<file path="src/rtl/aes_pkg.sv">
// Shared AES constants, FSM state type and GF(2^8) helpers (polynomial 0x11B).
// Pure definitions: no latency and no flow control of their own.
package aes_pkg;
   localparam int NUM_COLS  = 4;
   localparam int NUM_ROWS  = 4;
   localparam int BYTE_W    = 8;
   localparam int COL_W     = NUM_ROWS * BYTE_W;
   localparam int STATE_W   = NUM_COLS * COL_W;
   localparam int COL_IDX_W = 2;
   localparam int ROW_IDX_W = 2;

   localparam logic [BYTE_W-1:0] GF_RED = 8'h1B;

   typedef enum logic [1:0] {
      ST_IDLE = 2'd0,
      ST_BUSY = 2'd1,
      ST_DONE = 2'd2
   } inv_mc_state_e;

   function automatic logic [BYTE_W-1:0] xtime(input logic [BYTE_W-1:0] a);
      return {a[BYTE_W-2:0], 1'b0} ^ (a[BYTE_W-1] ? GF_RED : 8'h00);
   endfunction

   function automatic logic [BYTE_W-1:0] gmul9(input logic [BYTE_W-1:0] a);
      return xtime(xtime(xtime(a))) ^ a;
   endfunction

   function automatic logic [BYTE_W-1:0] gmul11(input logic [BYTE_W-1:0] a);
      return xtime(xtime(xtime(a))) ^ xtime(a) ^ a;
   endfunction

   function automatic logic [BYTE_W-1:0] gmul13(input logic [BYTE_W-1:0] a);
      return xtime(xtime(xtime(a))) ^ xtime(xtime(a)) ^ a;
   endfunction

   function automatic logic [BYTE_W-1:0] gmul14(input logic [BYTE_W-1:0] a);
      return xtime(xtime(xtime(a))) ^ xtime(xtime(a)) ^ xtime(a);
   endfunction
endpackage

</file>
<file path="src/rtl/inv_mix_single_column.sv">
// Combinational InvMixColumns on one 32-bit column (byte 0 in the MSBs).
// Zero latency; no handshake, the caller owns flow control.
module inv_mix_single_column
   import aes_pkg::*;
(
   input  logic [COL_W-1:0] i_col,
   output logic [COL_W-1:0] o_col
);
   logic [BYTE_W-1:0] w_a [NUM_ROWS];
   logic [BYTE_W-1:0] w_b [NUM_ROWS];

   for (genvar r = 0; r < NUM_ROWS; r++) begin : g_row
      assign w_a[r] = i_col[COL_W-1-BYTE_W*r -: BYTE_W];
      assign w_b[r] = gmul14(w_a[r])
                    ^ gmul11(w_a[(r+1) % NUM_ROWS])
                    ^ gmul13(w_a[(r+2) % NUM_ROWS])
                    ^ gmul9 (w_a[(r+3) % NUM_ROWS]);
      assign o_col[COL_W-1-BYTE_W*r -: BYTE_W] = w_b[r];
   end
endmodule

</file>
<file path="src/rtl/inv_mixcolumn_seq.sv">
// Iterative InvMixColumns: COLS_PER_CYCLE columns per BUSY cycle, result valid 4/COLS_PER_CYCLE edges after accept.
// Accepts only in IDLE; holds the result in DONE until ready_i, so the output is stable under backpressure.
module inv_mixcolumn_seq
   import aes_pkg::*;
#(
   parameter int COLS_PER_CYCLE = 1
) (
   input  logic               clk_i,
   input  logic               rst_i,
   input  logic [STATE_W-1:0] inv_mixcolumn_i,
   input  logic               valid_i,
   output logic               ready_o,
   output logic [STATE_W-1:0] inv_mixcolumn_o,
   output logic               valid_o,
   input  logic               ready_i
);
   if (COLS_PER_CYCLE != 1 && COLS_PER_CYCLE != 2 && COLS_PER_CYCLE != 4) begin : g_bad_cols
      $error("inv_mixcolumn_seq: COLS_PER_CYCLE must be 1, 2 or 4");
   end

   // A step of 4 truncates to 0; harmless because that configuration leaves BUSY after one cycle.
   localparam logic [COL_IDX_W-1:0] CNT_STEP = COL_IDX_W'(COLS_PER_CYCLE);
   localparam logic [COL_IDX_W-1:0] CNT_LAST = COL_IDX_W'(NUM_COLS - COLS_PER_CYCLE);

   inv_mc_state_e                    r_state;
   inv_mc_state_e                    w_state_nxt;
   logic [NUM_COLS-1:0][COL_W-1:0]   r_work;
   logic [COL_IDX_W-1:0]             r_cnt;

   logic [COL_IDX_W-1:0] w_slot    [COLS_PER_CYCLE];
   logic [COL_W-1:0]     w_col_in  [COLS_PER_CYCLE];
   logic [COL_W-1:0]     w_col_out [COLS_PER_CYCLE];

   // Column c lives in packed slot NUM_COLS-1-c so that column 0 sits in the MSBs.
   for (genvar g = 0; g < COLS_PER_CYCLE; g++) begin : g_core
      assign w_slot[g]   = COL_IDX_W'(NUM_COLS - 1) - (r_cnt + COL_IDX_W'(g));
      assign w_col_in[g] = r_work[w_slot[g]];

      inv_mix_single_column u_core (
         .i_col (w_col_in[g]),
         .o_col (w_col_out[g])
      );
   end

   always_ff @(posedge clk_i or posedge rst_i) begin
      if (rst_i) begin
         r_state <= ST_IDLE;
      end else begin
         r_state <= w_state_nxt;
      end
   end

   always_comb begin
      w_state_nxt     = r_state;
      ready_o         = 1'b0;
      valid_o         = 1'b0;
      inv_mixcolumn_o = '0;
      case (r_state)
         ST_IDLE: begin
            ready_o = 1'b1;
            if (valid_i) w_state_nxt = ST_BUSY;
         end
         ST_BUSY: begin
            if (r_cnt == CNT_LAST) w_state_nxt = ST_DONE;
         end
         ST_DONE: begin
            valid_o         = 1'b1;
            inv_mixcolumn_o = r_work;
            if (ready_i) w_state_nxt = ST_IDLE;
         end
         default: w_state_nxt = ST_IDLE;
      endcase
   end

   always_ff @(posedge clk_i or posedge rst_i) begin
      if (rst_i) begin
         r_work <= '0;
         r_cnt  <= '0;
      end else begin
         case (r_state)
            ST_IDLE: begin
               if (valid_i) begin
                  r_work <= inv_mixcolumn_i;
                  r_cnt  <= '0;
               end
            end
            ST_BUSY: begin
               for (int g = 0; g < COLS_PER_CYCLE; g++) begin
                  r_work[w_slot[g]] <= w_col_out[g];
               end
               r_cnt <= r_cnt + CNT_STEP;
            end
            default: ;
         endcase
      end
   end
endmodule

</file>
<file path="config.mk">
export PLATFORM = sky130hd
export DESIGN_NAME = inv_mixcolumn_seq
export DESIGN_NICKNAME = d
export VERILOG_FILES = /design/src/rtl/aes_pkg.sv /design/src/rtl/inv_mix_single_column.sv /design/src/rtl/inv_mixcolumn_seq.sv
export SDC_FILE = /design/constraint.sdc
export NUM_CORES = 1
export LEC_CHECK = 0
export CORE_MARGIN = 5
export CORE_UTILIZATION = 50
export DETAILED_ROUTE_END_ITERATION = 8
export PLACE_DENSITY = 0.79
export RECOVER_POWER = 25
export SLEW_MARGIN = 20
export SYNTH_ARGS = -nofsm -noshare
export SYNTH_HDL_FRONTEND = slang
export SYNTH_SLANG_ARGS = --single-unit
</file>
<file path="constraint.sdc">
create_clock -name clk_i -period 5.4 [get_ports clk_i]
set_clock_uncertainty 0.15 [all_clocks]
set_input_delay 0.81 -clock clk_i [delete_from_list [all_inputs] [get_ports clk_i]]
set_output_delay 0.81 -clock clk_i [all_outputs]
set_load 0.02 [all_outputs]
</file>
==> results of run 1 <==
==> flip-flops by register name (all words and copies together) (netlist names) <==
register	flops
r_state	2
r_cnt	2
r_work	128
==> path summary, 6_finish.rpt <==
path	from	endpoint	slack, ps	depth (start not counted)
min	r_work[32]$_DFFE_PP0P_	r_work[32]$_DFFE_PP0P_	350	2
max in group asynchronous	rst_i	r_work[39]$_DFFE_PP0P_	1990	3
min reg2reg	r_work[32]$_DFFE_PP0P_	r_work[32]$_DFFE_PP0P_	350	2
max	r_cnt[0]$_DFFE_PP0P_	r_work[69]$_DFFE_PP0P_	1140	8
max reg2reg	r_cnt[0]$_DFFE_PP0P_	r_work[69]$_DFFE_PP0P_	1140	8
min in group asynchronous	rst_i	r_work[46]$_DFFE_PP0P_	1120	2
==> layout make-up <==
class	instances	area [um2]	share of cell area [%]
clock buffers	22	484	3.70
repair buffers	275	2750	21.0
flip-flops and latches	132	3300	25.2
inverters	3	12.5	0.0955
well taps	265	332	2.53
multi-input cells	760	6070	46.4
clock inverters	10	145	1.11
==> cell families (layout without fill, tap and decap cells) <==
| kind of cell | count (synthesis) | after routing | share of synthesized area [%] |
|---|---|---|---|
| and+or+nand+nor | 303 | 303 | 15.3 |
| AOI/OAI and AO/OA | 224 | 224 | 16.2 |
| xor gates and xnor gates | 197 | 197 | 22.4 |
| DFF | 132 | 132 | 33.8 |
| buffers and inverters | 89 | 310 | 4.38 |
| muxes | 32 | 32 | 7.37 |
| adders and majority gates | 4 | 4 | 0.512 |
==> worst reg2reg max path, stage by stage (launching register included) <==
cell and delay (ps):
dfrtp_1 1030, buf_12 310, mux4_2 680, xnor2_2 370, xnor3_2 420, xnor3_1 460
xnor2_1 470, a221oi_1 150, nor2_1 160
==> metrics by stage <==
stage	utilization (%)	hold WS (ps)
after floorplan	-	308
after global placement	64.4	329
after CTS	67.7	355
final	67.8	354
after detailed placement	64.5	342
after global routing	67.8	386
==> metal layers <==
layer | GRT usage, % | vias up | part of all wire [%]
met2 | 48.4 | 568 | 48
li1 | - | 3836 | -
met1 | 39.7 | 4249 | 38
met5 | 0 | - | 0
met4 | 13.2 | 0 | 3.6
met3 | 7.51 | 112 | 9.9
==> cells in the final DEF (no fill, tap or decap), types with 16 or more instances in the layout <==
cell	synthesis	final
a22oi_1	16	16
a2bb2oi_1	32	32
mux4_2	32	32
a221oi_1	48	48
xor2_1	39	39
xnor3_1	20	20
nand2_1	42	42
clkdlybuf4s50_1	0	260
and2_1	133	133
a21oi_1	29	25
o21ai_0	61	61
nor2_1	117	117
xnor2_1	118	118
dfrtp_1	132	132
clkbuf_16	0	17
==> impl_results.md, run 1 <==
* Worst setup margin at 1140 ps
* Async SR Flop Fraction at 100%
* Synth cell types at 38
* Synth area leaders: dfrtp_1 (34%), xnor2_1 (11%), and2_1 (8.5%), mux4_2 (7.4%), xnor3_1 (4.6%)
* Final ANT Viol Nets at 0
* Crit path largest cell delay at 1030 ps
* Filler cell count at 1524
* CTS clk-pin slew, worst paths at 60 ps
* Synth warnings at 0
* Largest net degree at the start of global routing at 70
* Residual DRC at 0
* Average cell area after synthesis at 9.96 um2
* Worst-path fanout max at 23
* CTS tree: yes
* CP bufs+invs at 1
* Worst Hold Class: flip-flop to flip-flop
* Fin crit period at 4260 ps
* Hold_buf cts at 0
* Crit Path Category: flip-flop to flip-flop
* Post-synth top area cell: dfrtp_1
* GR Util All Layers at 30.4%
* Final-report hold violation count at 0
* WL/cell at 23.2 um
* Post-synth top cells: and2_1 (133), dfrtp_1 (132), xnor2_1 (118), nor2_1 (117), clkbuf_1 (64)
* Outcome: complete, but fails checks
* # diodes at 0
* Max-slew violation count at 99
* Period utilisation layout at 78.9%
* #FFs+latches synth at 132
* Crit. End Element: flip-flop
* CTS root buffer: clkbuf_16
* Violated checks: capacitance limit, slew limit
* Synth Net Count at 1117
* Chip width at 150 um
* DP HPWL at 24600 um
* Fmax at 0.235 GHz
* Post-synth EDFFs at 0
* CTS Sinks at 132
* Die Ht at 150 um
* Finished Layout Cells at 1467
* DRT iter0 DRCs at 759
* Post-placement cell count at 1434
* WL final at 34100 um
* CP cell instances: buf_12 > mux4_2 > xnor2_2 > xnor3_2 > xnor3_1 > xnor2_1 > a221oi_1 > nor2_1
* Grt ovf at 0
* Crit path max-delay family: XOR/XNOR gates
* H-tree Lvls at 4
* First-pass GRT wire length at 52300 um
* TritonCTS Buffers at 17
* Placed instance area at 12500 um2
* Share of cells above drive strength 1 at 8.82%
* Initial antenna violation count at 0
* Total Nets Final at 1325
* Post-synthesis sequential area ratio at 33.8%
* Later-pin clock latency in the skew report at 430 ps
* Setup TNS at 0 ps
* Final GP Congestion at 0.981
* Worst Path Required at 5600 ps
* Vias at 8765
* Critical path launch point type: flip-flop
* Worst slew pin tran at 2230 ps
* Cell Rows at 51
* Mapped cell area at 9770 um2
* Longest Clk Path Bufs at 2
* PortBufs at 261
* IO Pins at 262
* Vias in the first global route at 9172
* Max Cap Viol at 2
* Share of the synthesized area in the top cell type at 33.8%
* Setup Viol. Count Final at 0
* Pre-CTS setup slack at 1470 ps
* Post_cts resized at 0
* Predominant post-synthesis flop cell: dfrtp_1
* Post-CTS Setup Repair Bufs at 0
* Core ar. at 19300 um2
* Slew Limit Headroom at -48.3%
* Crit path max-delay cell type: dfrtp_1
* First-pass DRT Iterations at 5
* Crit path arrival time at 4460 ps
* Vias per std cell at 5.97
* Synthesized instance count at 981
* Initial core utilization at 50.6%
* Synthesis-to-finish area growth at 34.1%
* DIE AREA at 22400 um2
* RSZ-0062 raised after global routing: false
* Count leader, synth: and2_1
* Final instance area at 13100 um2
Power of run 1 is not shown: default switching activity piles up to over one toggle a cycle in this logic, so the estimate is an artifact.
==> inputs of run 2 (changes only) <==
- clock period: 5.4 -> 4.2 ns (I/O delays scaled with it)
==> run 2 against run 1 <==
  * The run still ends with capacitance limit, slew limit left
  * First-iteration DRC count down 0.53%
  * Die area unchanged
  * Core utilization up 0.084 points
  * Largest cell class unchanged
  * Highest routed layer unchanged
==> impl_results.md, run 2 (synthesis gave the netlist of run 1 again) <==
* Chip width at 150 um
* Crit path arrival time at 4080 ps
* DRT iter0 DRCs at 755
* TritonCTS Buffers at 17
* Violated checks: capacitance limit, slew limit
* Initial core utilization at 50.6%
* Outcome: complete, but fails checks
* Post-CTS Setup Repair Bufs at 0
* WL final at 33800 um
* Setup Viol. Count Final at 0
* Final GP Congestion at 0.961
* Worst Hold End: r_work[7]$_DFFE_PP0P_
* Final-report hold violation count at 0
* Synthesis-to-finish area growth at 34.2%
* Final instance area at 13100 um2
* Slew Limit Headroom at -18.5%
* Filler cell count at 1499
* Share of cells above drive strength 1 at 9.44%
* Core ar. at 19300 um2
* CTS Sinks at 132
* Vias at 8827
* Post_cts resized at 0
* CTS tree: yes
* Critical path launch point type: flip-flop
* Worst slew pin tran at 1770 ps
* Vias per std cell at 6.00
* DP HPWL at 24200 um
* Vias in the first global route at 9214
* Period utilisation layout at 94.3%
* Most frequent cells in the layout: clkdlybuf4s50_1 (260), and2_1 (133), dfrtp_1 (131)
* Later-pin clock latency in the skew report at 430 ps
* DIE AREA at 22400 um2
* PortBufs at 261
* Fin crit period at 3960 ps
* Residual DRC at 0
* Worst-path fanout max at 16
* H-tree Lvls at 4
* First-pass GRT wire length at 52000 um
* CTS clk-pin slew, worst paths at 60 ps
* Post-placement cell count at 1440
* R2r endpoint: r_work[108]$_DFFE_PP0P_
* Longest Clk Path Bufs at 2
* Final ANT Viol Nets at 0
* Finished Layout Cells at 1472
* Cell Rows at 51
* Max-slew violation count at 78
* Worst Hold Class: flip-flop to flip-flop
* WL/cell at 23.0 um
* Worst Hold Launch: r_work[7]$_DFFE_PP0P_
* Biggest register: r_work
* # diodes at 0
* IO Pins at 262
* Crit. End Element: flip-flop
* Grt ovf at 0
* Number of flip-flops in the largest register at 128
* RR Startpoint: r_cnt[0]$_DFFE_PP0P_
* Crit path from: r_cnt[0]$_DFFE_PP0P_
* Worst Path Required at 4320 ps
* First-pass DRT Iterations at 5
* Die Ht at 150 um
* R2R cell count at 8
* Hold_buf cts at 0
* Multi-input logic area at 6070 um2
* Worst Hold Depth at 2
* Initial antenna violation count at 0
* RSZ-0062 raised after global routing: false
* Placed instance area at 12500 um2
* CTS root buffer: clkbuf_16
* Leading cell type in the layout, fill and taps excluded: clkdlybuf4s50_1
* Max Cap Viol at 2
* Total Nets Final at 1330
* Top Registers: r_work x128, r_cnt x2, r_state x2
* Reg2Reg Setup Slack at 240 ps
* GR Util All Layers at 30.3%
* Register Area at 3300 um2
* Fmax at 0.252 GHz
* Setup TNS at 0 ps
* Largest net degree at the start of global routing at 131
* Crit Path Category: flip-flop to flip-flop
[run 2: cell types whose count changed in the layout (fill, tap and decap cells not counted), sizes merged]
cell          previous run  this run
clkbuf                  23        19
inv                      4         6
dlymetal6s2s             0         1
clkinvlp                 3         5
buf                     13        17
[run 2: worst max path at each step]
stage	cells past startpoint	to	slack [ps]
after floorplan	9	r_work[37]$_DFFE_PP0P_	1090
after global placement	8	r_work[76]$_DFFE_PP0P_	330
after detailed placement	8	r_work[108]$_DFFE_PP0P_	420
after CTS	8	r_work[108]$_DFFE_PP0P_	300
after global routing	8	r_work[108]$_DFFE_PP0P_	90
final	8	r_work[108]$_DFFE_PP0P_	240
[run 2: final cells by class]
cell class	instances	share of cell area (%)
Tap cell	265	2.53
Sequential cell	132	25.2
Clock buffer	18	3.35
Multi-Input combinational cell	760	46.3
Inverter	3	0.0954
Clock inverter	14	1.33
Timing Repair Buffer	280	21.2
[run 2: per-stage QoR]
step	utilization, %	hold WS, ps	worst slack, ps
after floorplan	-	308	1090
after global placement	64.8	333	333
after detailed placement	64.8	346	423
after CTS	68.0	359	295
after global routing	67.9	382	94.5
final	67.9	352	239
[run 2: per-layer routing]
layer	vias up	GRT usage, %	wire, um
met3	105	6.21	3230
met5	-	0	0
met1	4295	39.5	13000
li1	3843	-	-
met4	0	12.4	1170
met2	584	49.7	16400
[run 2: critical path, cell delays in order (launching register included)]
cell	delay [ps]
dfrtp_2	480
buf_4	330
mux4_2	770
xor2_1	400
xnor3_1	550
xnor2_1	260
xnor2_1	120
xnor2_1	520
o22ai_1	210
Power of run 2 is left out for the same reason.
